File: config.mk
export PLATFORM = sky130hd
export DESIGN_NAME = alu_seq
export DESIGN_NICKNAME = d
export VERILOG_FILES = /design/src/rtl/alu_seq.sv
export SDC_FILE = /design/constraint.sdc
export NUM_CORES = 1
export LEC_CHECK = 0
export ABC_AREA = 1
export CORE_ASPECT_RATIO = 0.5
export CORE_MARGIN = 10
export CORE_UTILIZATION = 50
export CTS_BUF_LIST = sky130_fd_sc_hd__clkbuf_2
export DETAILED_ROUTE_END_ITERATION = 10
export GPL_ROUTABILITY_DRIVEN = 0
export PLACE_DENSITY = 0.79
export RECOVER_POWER = 25
export SLEW_MARGIN = 20
export SYNTH_ARGS = -nofsm -noshare
export SYNTH_HDL_FRONTEND = slang
export SYNTH_SLANG_ARGS = --single-unit
File: constraint.sdc
create_clock -name clk -period 3.85 [get_ports clk]
set_input_delay 1.155 -clock clk [delete_from_list [all_inputs] [get_ports clk]]
set_output_delay 1.155 -clock clk [all_outputs]
set_load 0.005 [all_outputs]
File: src/rtl/alu_seq.sv
// alu_seq: registered ALU with a persistent carry flag, valid/ready handshakes
// and N-cycle shift-add multiply / restoring divide.
// Ports: clk, rst (sync, active-high), in_valid/in_ready, op, data_a, data_b,
//        out_valid/out_ready, S, zero, carry_out (carry flag, also carry-in).
module alu_seq #(
  parameter int N = 8
) (
  input  logic         clk,
  input  logic         rst,
  input  logic         in_valid,
  output logic         in_ready,
  input  logic [3:0]   op,
  input  logic [N-1:0] data_a,
  input  logic [N-1:0] data_b,
  output logic         out_valid,
  input  logic         out_ready,
  output logic [N-1:0] S,
  output logic         zero,
  output logic         carry_out
);

  localparam int CW = $clog2(N);

  typedef enum logic [1:0] {
    IDLE,
    BUSY,
    DONE
  } state_t;

  state_t         r_state;
  logic [CW-1:0]  r_cnt;
  logic           r_div;
  logic [N-1:0]   r_hi;
  logic [N-1:0]   r_lo;
  logic [N-1:0]   r_b;
  logic [N-1:0]   r_s;
  logic           r_zero;
  logic           r_carry;

  logic [N:0]     w_sum;
  logic [N-1:0]   w_res;
  logic           w_c;
  logic           w_iter;

  logic [N:0]     w_madd;
  logic [N:0]     w_shf;
  logic           w_ge;
  logic [N-1:0]   w_rem;
  logic [N-1:0]   w_nhi;
  logic [N-1:0]   w_nlo;

  assign in_ready  = (r_state == IDLE);
  assign out_valid = (r_state == DONE);
  assign S         = r_s;
  assign zero      = r_zero;
  assign carry_out = r_carry;

  assign w_iter = (op == 4'd10) || (op == 4'd11);

  // Single-cycle datapath, evaluated on the inputs at the accept edge.
  always_comb begin
    w_sum = '0;
    w_res = '0;
    w_c   = 1'b0;
    case (op)
      4'd0: begin
        w_sum = {1'b0, data_a} + {1'b0, data_b}
              + {{N{1'b0}}, r_carry};
        w_res = w_sum[N-1:0];
        w_c   = w_sum[N];
      end
      4'd1: begin
        // carry flag acts as borrow-in
        w_sum = {1'b0, data_a} + {1'b0, ~data_b}
              + {{N{1'b0}}, ~r_carry};
        w_res = w_sum[N-1:0];
        w_c   = ~w_sum[N];
      end
      4'd2: begin
        w_sum = {1'b0, data_a} + {1'b0, data_b};
        w_res = w_sum[N-1:0];
        w_c   = w_sum[N];
      end
      4'd3: begin
        w_sum = {1'b0, data_a} + {1'b0, ~data_b}
              + {{N{1'b0}}, 1'b1};
        w_res = w_sum[N-1:0];
        w_c   = ~w_sum[N];
      end
      4'd4: w_res = data_a & data_b;
      4'd5: w_res = data_a | data_b;
      4'd6: w_res = {{(N-1){1'b0}}, (data_a < data_b)};
      4'd7: w_res = data_a ^ data_b;
      4'd8: begin
        w_res = {data_a[N-2:0], 1'b0};
        w_c   = data_a[N-1];
      end
      4'd9: begin
        w_res = {1'b0, data_a[N-1:1]};
        w_c   = data_a[0];
      end
      default: begin
        w_res = '0;
        w_c   = 1'b0;
      end
    endcase
  end

  // One iteration step. MUL: {hi,lo} holds partial product / multiplier.
  // DIV: hi is the remainder, lo shifts the dividend out and quotient in.
  assign w_madd = {1'b0, r_hi}
                + (r_lo[0] ? {1'b0, r_b} : {(N+1){1'b0}});
  assign w_shf  = {r_hi, r_lo[N-1]};
  assign w_ge   = (w_shf >= {1'b0, r_b});
  // remainder stays below divisor, so the low N bits are exact
  assign w_rem  = w_shf[N-1:0] - r_b;

  always_comb begin
    if (r_div) begin
      w_nhi = w_ge ? w_rem : w_shf[N-1:0];
      w_nlo = {r_lo[N-2:0], w_ge};
    end else begin
      w_nhi = w_madd[N:1];
      w_nlo = {w_madd[0], r_lo[N-1:1]};
    end
  end

  always_ff @(posedge clk) begin
    if (rst) begin
      r_state <= IDLE;
      r_cnt   <= '0;
      r_div   <= 1'b0;
      r_hi    <= '0;
      r_lo    <= '0;
      r_b     <= '0;
      r_s     <= '0;
      r_zero  <= 1'b1;
      r_carry <= 1'b0;
    end else begin
      case (r_state)
        IDLE: begin
          if (in_valid) begin
            if (w_iter) begin
              r_state <= BUSY;
              r_cnt   <= CW'(N - 1);
              r_div   <= (op == 4'd11);
              r_hi    <= '0;
              r_lo    <= data_a;
              r_b     <= data_b;
            end else begin
              r_state <= DONE;
              r_s     <= w_res;
              r_zero  <= ~|w_res;
              r_carry <= w_c;
            end
          end
        end
        BUSY: begin
          r_hi  <= w_nhi;
          r_lo  <= w_nlo;
          r_cnt <= r_cnt - 1'b1;
          if (r_cnt == '0) begin
            r_state <= DONE;
            r_s     <= w_nlo;
            r_zero  <= ~|w_nlo;
            // divide-by-zero flags carry; MUL flags high-half overflow
            r_carry <= r_div ? (r_b == '0) : (|w_nhi);
          end
        end
        DONE: begin
          if (out_ready) r_state <= IDLE;
        end
        default: r_state <= IDLE;
      endcase
    end
  end

endmodule

==> metrics list <==
- CP max stage cell: clkdlybuf4s50_1
* Placed cells: 1013
- After detailed routing, the total wire length is 14700 microns.
- Worst Setup Path Type: primary input to flop
* Count of input and output buffers: 35
- For the worst-skew pair, the clock arrives at the later sink with an insertion delay of 0.40 ns.
- Counting every net in the synthesized netlist gives 887.
- Entering global routing, the biggest net connects 26 pins.
- P per Cell Area: 220 nW/um^2
- In the final routed layout, each cell accounts on average for 14.4 microns.
- Between clock sinks in the finished design, the worst skew comes to 0.0142 ns.
- The worst setup path is launched from a primary input.
- Dividing the final minimum period by the clock period gives 0.931.
* Aggregate global routing overflow: 0
- Vias per std cell: 5.50
- Antenna diodes: 0
* Clock tree from TritonCTS: built
- During synthesis, Yosys emitted a total of 0 warnings.
- Classification of the worst-slack hold path: flop to flop
- CTS built an H-tree with a depth of 2.
- The routed layout has 5612 vias.
- Iter 0 DRT Violations: 489
- A synthesized cell averages 6.06 sq um.
- After floorplanning, the core was divided into 25 placement rows.
* Root Driver: clkbuf_2
- In the final layout, the share of cells above drive strength 1 is 0.135.
- The worst setup path is captured at a flop.
* Ys async rst share: 0
* Nets: 963
- After floorplanning, the core was sized to cover 9510 sq um.
- The max-slew violation total from the final report came to 0.
* Number of antenna violations at the first check in global routing: 0
- CP required: 4.21 ns
- The worst hold path passes through 2 cells.
* Post-CTS setup buffer count: 0
* Most frequent cell on the critical path: nand2_1
- Counting cells, the worst reg-to-reg path comes to 18.
* Highest net fanout along the worst path: 3
* Sequential share of the synthesized area: 0.163
- Data arrives at the worst endpoint at 3.95 ns.
* Transition time at the pin with the least slew margin: 0.828 ns
- Measured along the y axis, the die boundary spans 90.0 microns.
- Clock-pin slew was measured on the worst setup and hold paths at 0.21 ns.
* Area added between synthesis and finish: 17.4%
* Worst slack at placement: -0.0665 ns
- Number of buffers on the longest clock path: 2
- For this design, the CTS-stage hold fixing added 0 buffers.
- Setup slack on the critical path of the routed design comes to 0.267 ns.
* Maximum achievable frequency: 279 MHz
- Setup-failing EPs final: 0
* Chip width: 160 microns
- 1st-pass router iterations: 7
- Max-capacitance violation count: 0
- Cell Area, Synth: 4900 sq um
- Counting flops with a built-in enable in the synthesized netlist gives 0.
- The via count of the first global-routing pass came to 5259.
* # resized after CTS: 0
- The first global-routing pass estimated 24800 microns of wire.
- Starting utilization of the core area: 0.516
* Longest individual stage delay on the worst path: 0.47 ns
* Gate Count Post-Synth: 809
- Leading cell type in the layout, fill and taps excluded: nand2_1
- Global-route usage over all layers: 0.198
- R2R Setup Slk: 1.26 ns
- After synthesis, the netlist uses 42 different library cells.
- Die outline area: 14400 sq um
* Standby leakage power: 2.88 nW
- The worst-case IR drop observed on VDD is 113 uV.
- For this run, design rule violations remaining after detail routing come to 0.
* Remaining number of nets flagged by the antenna check after routing: 0
- Measured against its own limit, the worst slew margin works out to 0.448.
* Final period demand of the worst path: 3.58 ns
* List of cells traversed by the critical path: clkdlybuf4s50_1, inv_1, ha_1, inv_1, fa_1, inv_1, ha_1, inv_1, nor2_4, nand3b_1, o211ai_1, nor2_1, nand2_1, nor2_1, nand2_1, nor2_1, nand2_1, nor2_1, nand2_1, nand2_1, nand2_1, nand2_1
- Setup repair after global routing left no endpoint under its margin.
* Sinks on the clock net: 40
- Ys flop type: dfxtp_1
- The top cell types in the final layout, fill and taps aside, are nand2_1, inv_1, nand3_1, a21oi_1, nor2_1.
- Excluding fillers, the count of instances in the completed layout stands at 1021.
* Top Ports: 36
- Placed wire-length estimate: 12000 microns
* Run status: completed
- The final count of hold timing violations was 0.
* FF+latch count, synth: 40
* Number of buffers created by CTS: 5
[metal layers]
| metal | GRT usage | vias to the layer above | share of wire |
|---|---|---|---|
| met3 | 0.0232 | 40 | 0.076 |
| met1 | 0.259 | 2539 | 0.44 |
| met5 | 0 | - | 0 |
| met2 | 0.331 | 235 | 0.46 |
| li1 | - | 2798 | - |
| met4 | 0.0653 | 0 | 0.024 |
[Yosys cell counts (all sizes together) (4+ instances only)]
library cell	count	area, sq um
ha	50	626
fa	4	80.1
nand3	81	435
buf	10	62.6
dfxtp	40	801
nor3	7	40.0
inv	141	529
a21oi	67	347
o21ai	55	275
xor2	5	51.3
o22ai	10	62.6
nand2	202	838
o211ai	8	60.1
clkbuf	9	33.8
nor2	73	348
nand4	27	169
[stage by stage]
stage | util | power [mW] | hold WS, ns | instance area [sq um] | TNS [ns]
final | 0.606 | 1.27 | 0.481 | 5760 | 0
after global routing | 0.606 | 1.36 | 0.501 | 5760 | 0
after CTS | 0.606 | 1.26 | 0.485 | 5770 | 0
after detailed placement | 0.602 | 1.08 | 0.462 | 5720 | -0.138
after global placement | 0.602 | 1.06 | 0.457 | 5720 | -0.00796
after floorplan | - | 0.840 | 0.462 | 4900 | 0
[final cells by class]
type	instances	area (sq um)
inverter	143	537
sequential	40	801
multi-input combinational	607	3460
clock buffer	6	30.0
clock inverter	2	11.3
fill	940	3750
tap	135	169
timing repair buffer	88	748
[worst paths after layout]
check                           endpoint                 from
setup reg to reg  carry_out$_SDFFE_PP0P_  r_b[6]$_SDFFE_PP0P_
hold / removal         S[3]$_SDFFE_PP0P_    S[3]$_SDFFE_PP0P_
hold reg to reg        S[3]$_SDFFE_PP0P_    S[3]$_SDFFE_PP0P_
setup / recovery       zero$_SDFFE_PP1P_            data_b[0]
[logic make-up after synthesis]
group,after synthesis,share of synthesized area
buffers and inverters,162,0.129
adders and majority gates,54,0.144
DFF,40,0.163
muxes,3,0.00612
xor gates and xnor gates,5,0.0105
and+or+nand+nor,399,0.386
AOI/OAI and AO/OA,146,0.162
[where the power goes]
part	switching, mW	internal [mW]	total, mW	leakage, nW
logic	0.372	0.250	0.623	2.53
registers	0.0196	0.438	0.457	0.326
clock network	0.144	0.0453	0.189	0.0266
total	0.536	0.733	1.27	2.88
[state kept, by name, indices dropped and copies added, names as in the netlist]
| name | flops |
|---|---|
| r_b | 8 |
| r_state | 2 |
| r_hi | 8 |
| r_div | 1 |
| S | 8 |
| r_lo | 8 |
| r_cnt | 3 |
| carry_out | 1 |
| zero | 1 |
[critical path: cells and delay by family]
kind                     cells  cell delay (ns)
AND/OR/NAND/NOR             13             1.07
adder cells (fa/ha/maj)      3             0.81
buffers and inverters        5             0.77
AO/OA/AOI/OAI                1             0.12
No activity file was read; power rests on OpenSTA's default activity.
==> variant, RTL diff (config.mk and constraints unchanged) <==
Re-encode `state_t` (3 states) as one-hot, 3 bits wide.
--- a/src/rtl/alu_seq.sv
+++ b/src/rtl/alu_seq.sv
@@ -21,10 +21,10 @@
 
   localparam int CW = $clog2(N);
 
-  typedef enum logic [1:0] {
-    IDLE,
-    BUSY,
-    DONE
+  typedef enum logic [2:0] {
+    IDLE = 3'b001,
+    BUSY = 3'b010,
+    DONE = 3'b100
   } state_t;
 
   state_t         r_state;
Formal check against the unedited RTL: same outputs for any inputs over 4 cycles, from zero or initial values and one cycle with rst high; so few cycles prove little.
==> variant against the unedited design <==
- area after synthesis grew 3.2%
- setup slack improved by 0.020 ns
- routed wire length up 3.1%
- sequential cell count increased by 1
- power grew 6.4%
- count of clock-buffer cells in the layout fell by 1
- die area increased by 2.6%
- final area grew 0.96%
- critical endpoint unchanged
- highest routed layer unchanged
==> variant: results (changes against the unedited design) <==
hpwl dp -> 12.38 mm (+3.3%)
Worst-path clk slew -> 0.22 ns
Crit Path Max Fanout -> 5 (+2)
vias in the first global route -> 5,262 (+0.057%)
YS warnings -> 0 (unchanged)
Peak VDD IR -> 0.00008976 V (-20%)
total gr overflow -> 0 (unchanged)
logic gate share of total power -> 50.3% (+1.2 points)
CP max stage delay -> 0.53 ns (+0.06 ns)
setup TNS -> 0 ns (unchanged)
Total GRT Usage -> 20.27% (+0.43 points)
Net Sw Frac -> 43.21% (+0.99 points)
first-pass GRT wire length -> 25.52 mm (+2.9%)
IO buf count -> 35 (unchanged)
DR WL met3 -> 1.250 mm (+11%)
share of layout cells above drive strength 1 -> 11.00% (-2.5 points)
Clk pwr share -> 14.0% (-0.9 points)
Setup Skew -> 0.01607 ns (+0.001847 ns)
routed len/inst -> 14.64 µm (+1.7%)
Reg area -> 820.8 µm² (+2.5%)
Post-CTS Resized -> 0 (unchanged)
part of the Yosys area used for sequential elements -> 16.22% (-0.11 points)
CP max stage cell -> clkdlybuf4s50_1
Fillers -> 910 (-3.2%)
Syn Nets -> 917 (+3.4%)
hold slack -> 0.4965 ns (+0.01559 ns)
top cells by count, synth -> nand2_1 (220), inv_1 (129), nand3_1 (85)
Skew-Pair Late Insertion Delay -> 0.41 ns
clk root buf -> clkbuf_2
vias post-DR -> 5,688 (+1.4%)
initial antenna violation count -> 0 (unchanged)
Iter 0 DRT Violations -> 693 (+42%)
Post-Place Cell Area -> 5776 µm² (+0.90%)
Nets -> 977 (+1.5%)
H-tree depth -> 2 (unchanged)
Metal-1 WL -> 6.799 mm (+6.0%)
clk buf depth -> 2 (unchanged)
P_leak -> 0.002878 µW (about the same)
top routing layer used -> met4
Hold Crit Class -> flip-flop to flip-flop
Async S/R FF share, synth -> 0% (unchanged)
Max-slew headroom -> 27.26% (-18 points)
R2R setup slack -> 1.28 ns (+0.02 ns)
run status -> complete, no violations
Most used DFF post-synth -> dfxtp_1
n_diodes -> 0 (unchanged)
Worst path top cell family by delay -> simple AND/OR/NAND/NOR gates
wire length on met2 -> 6.857 mm (+0.79%)
Distinct cells, synth -> 50 (+19%)
drt first pass iters -> 5 (-2)
post-CTS setup buffers -> 0 (unchanged)
post-synthesis area per instance -> 6.031 µm² (-0.50%)
Area contributors post-synth -> nand2_1 (16%), dfxtp_1 (16%), ha_1 (12%)
largest net degree at the start of global routing -> 26 (unchanged)
CTS Buf Count -> 5 (unchanged)
total wire length -> 15.15 mm (+3.1%)
[variant: cell count changes in the layout (fill, tap and decap cells not counted), sizes merged, moves of 4 or more]
cell    unedited run  this run
nand3             81        88
nand2            202       237
nor3               7        11
buf               53        39
o211ai             8         4
a31oi              0        11
o21ai             55        46
a21oi             67        47
[variant: per-stage QoR]
stage / setup WS [ns] / total power (µW)
after global routing: 0.02807 / 1451
final: 0.2869 / 1350
after floorplan: 0.6688 / 918.2
after CTS: 0.3446 / 1342
after detailed placement: -0.1265 / 1155
after global placement: 0.002105 / 1145
[variant: kinds of logic after synthesis]
logic type,Yosys count,synth area share (%)
AO/OA/AOI/OAI,130,14.84
XOR/XNOR,4,1.063
adder cells (fa/ha/maj),54,13.95
buffers and inverters,161,12.76
flip-flops,41,16.22
multiplexers,1,0.1978
AND/OR/NAND/NOR,448,40.97
[variant: tightest hold or removal path, stage by stage (launching register included)]
cell,delay (ns)
dfxtp_1,0.35
inv_1,0.06
a221oi_1,0.07
[variant: worst paths after layout]
check | end | from | cells past startpoint
min reg2reg | r_cnt[2] | r_cnt[2] | 2
max reg2reg | carry_out | r_hi[1] | 19
min | r_cnt[2] | r_cnt[2] | 2
max | zero | data_a[0] | 20
[variant: metal layers]
metal / global-route usage, % / vias to the layer above
met5: 0 / -
met4: 4.895 / 0
met3: 2.207 / 23
met2: 33.93 / 241
met1: 27.15 / 2562
li1: - / 2862
[variant: cell type report]
cell class	count	share of cell area [%]
clock buffer	5	0.4305
timing repair buffer	75	11.34
inverter	139	9.019
sequential	41	14.12
clock inverter	3	0.2798
multi-input combinational	637	61.90
tap	135	2.906
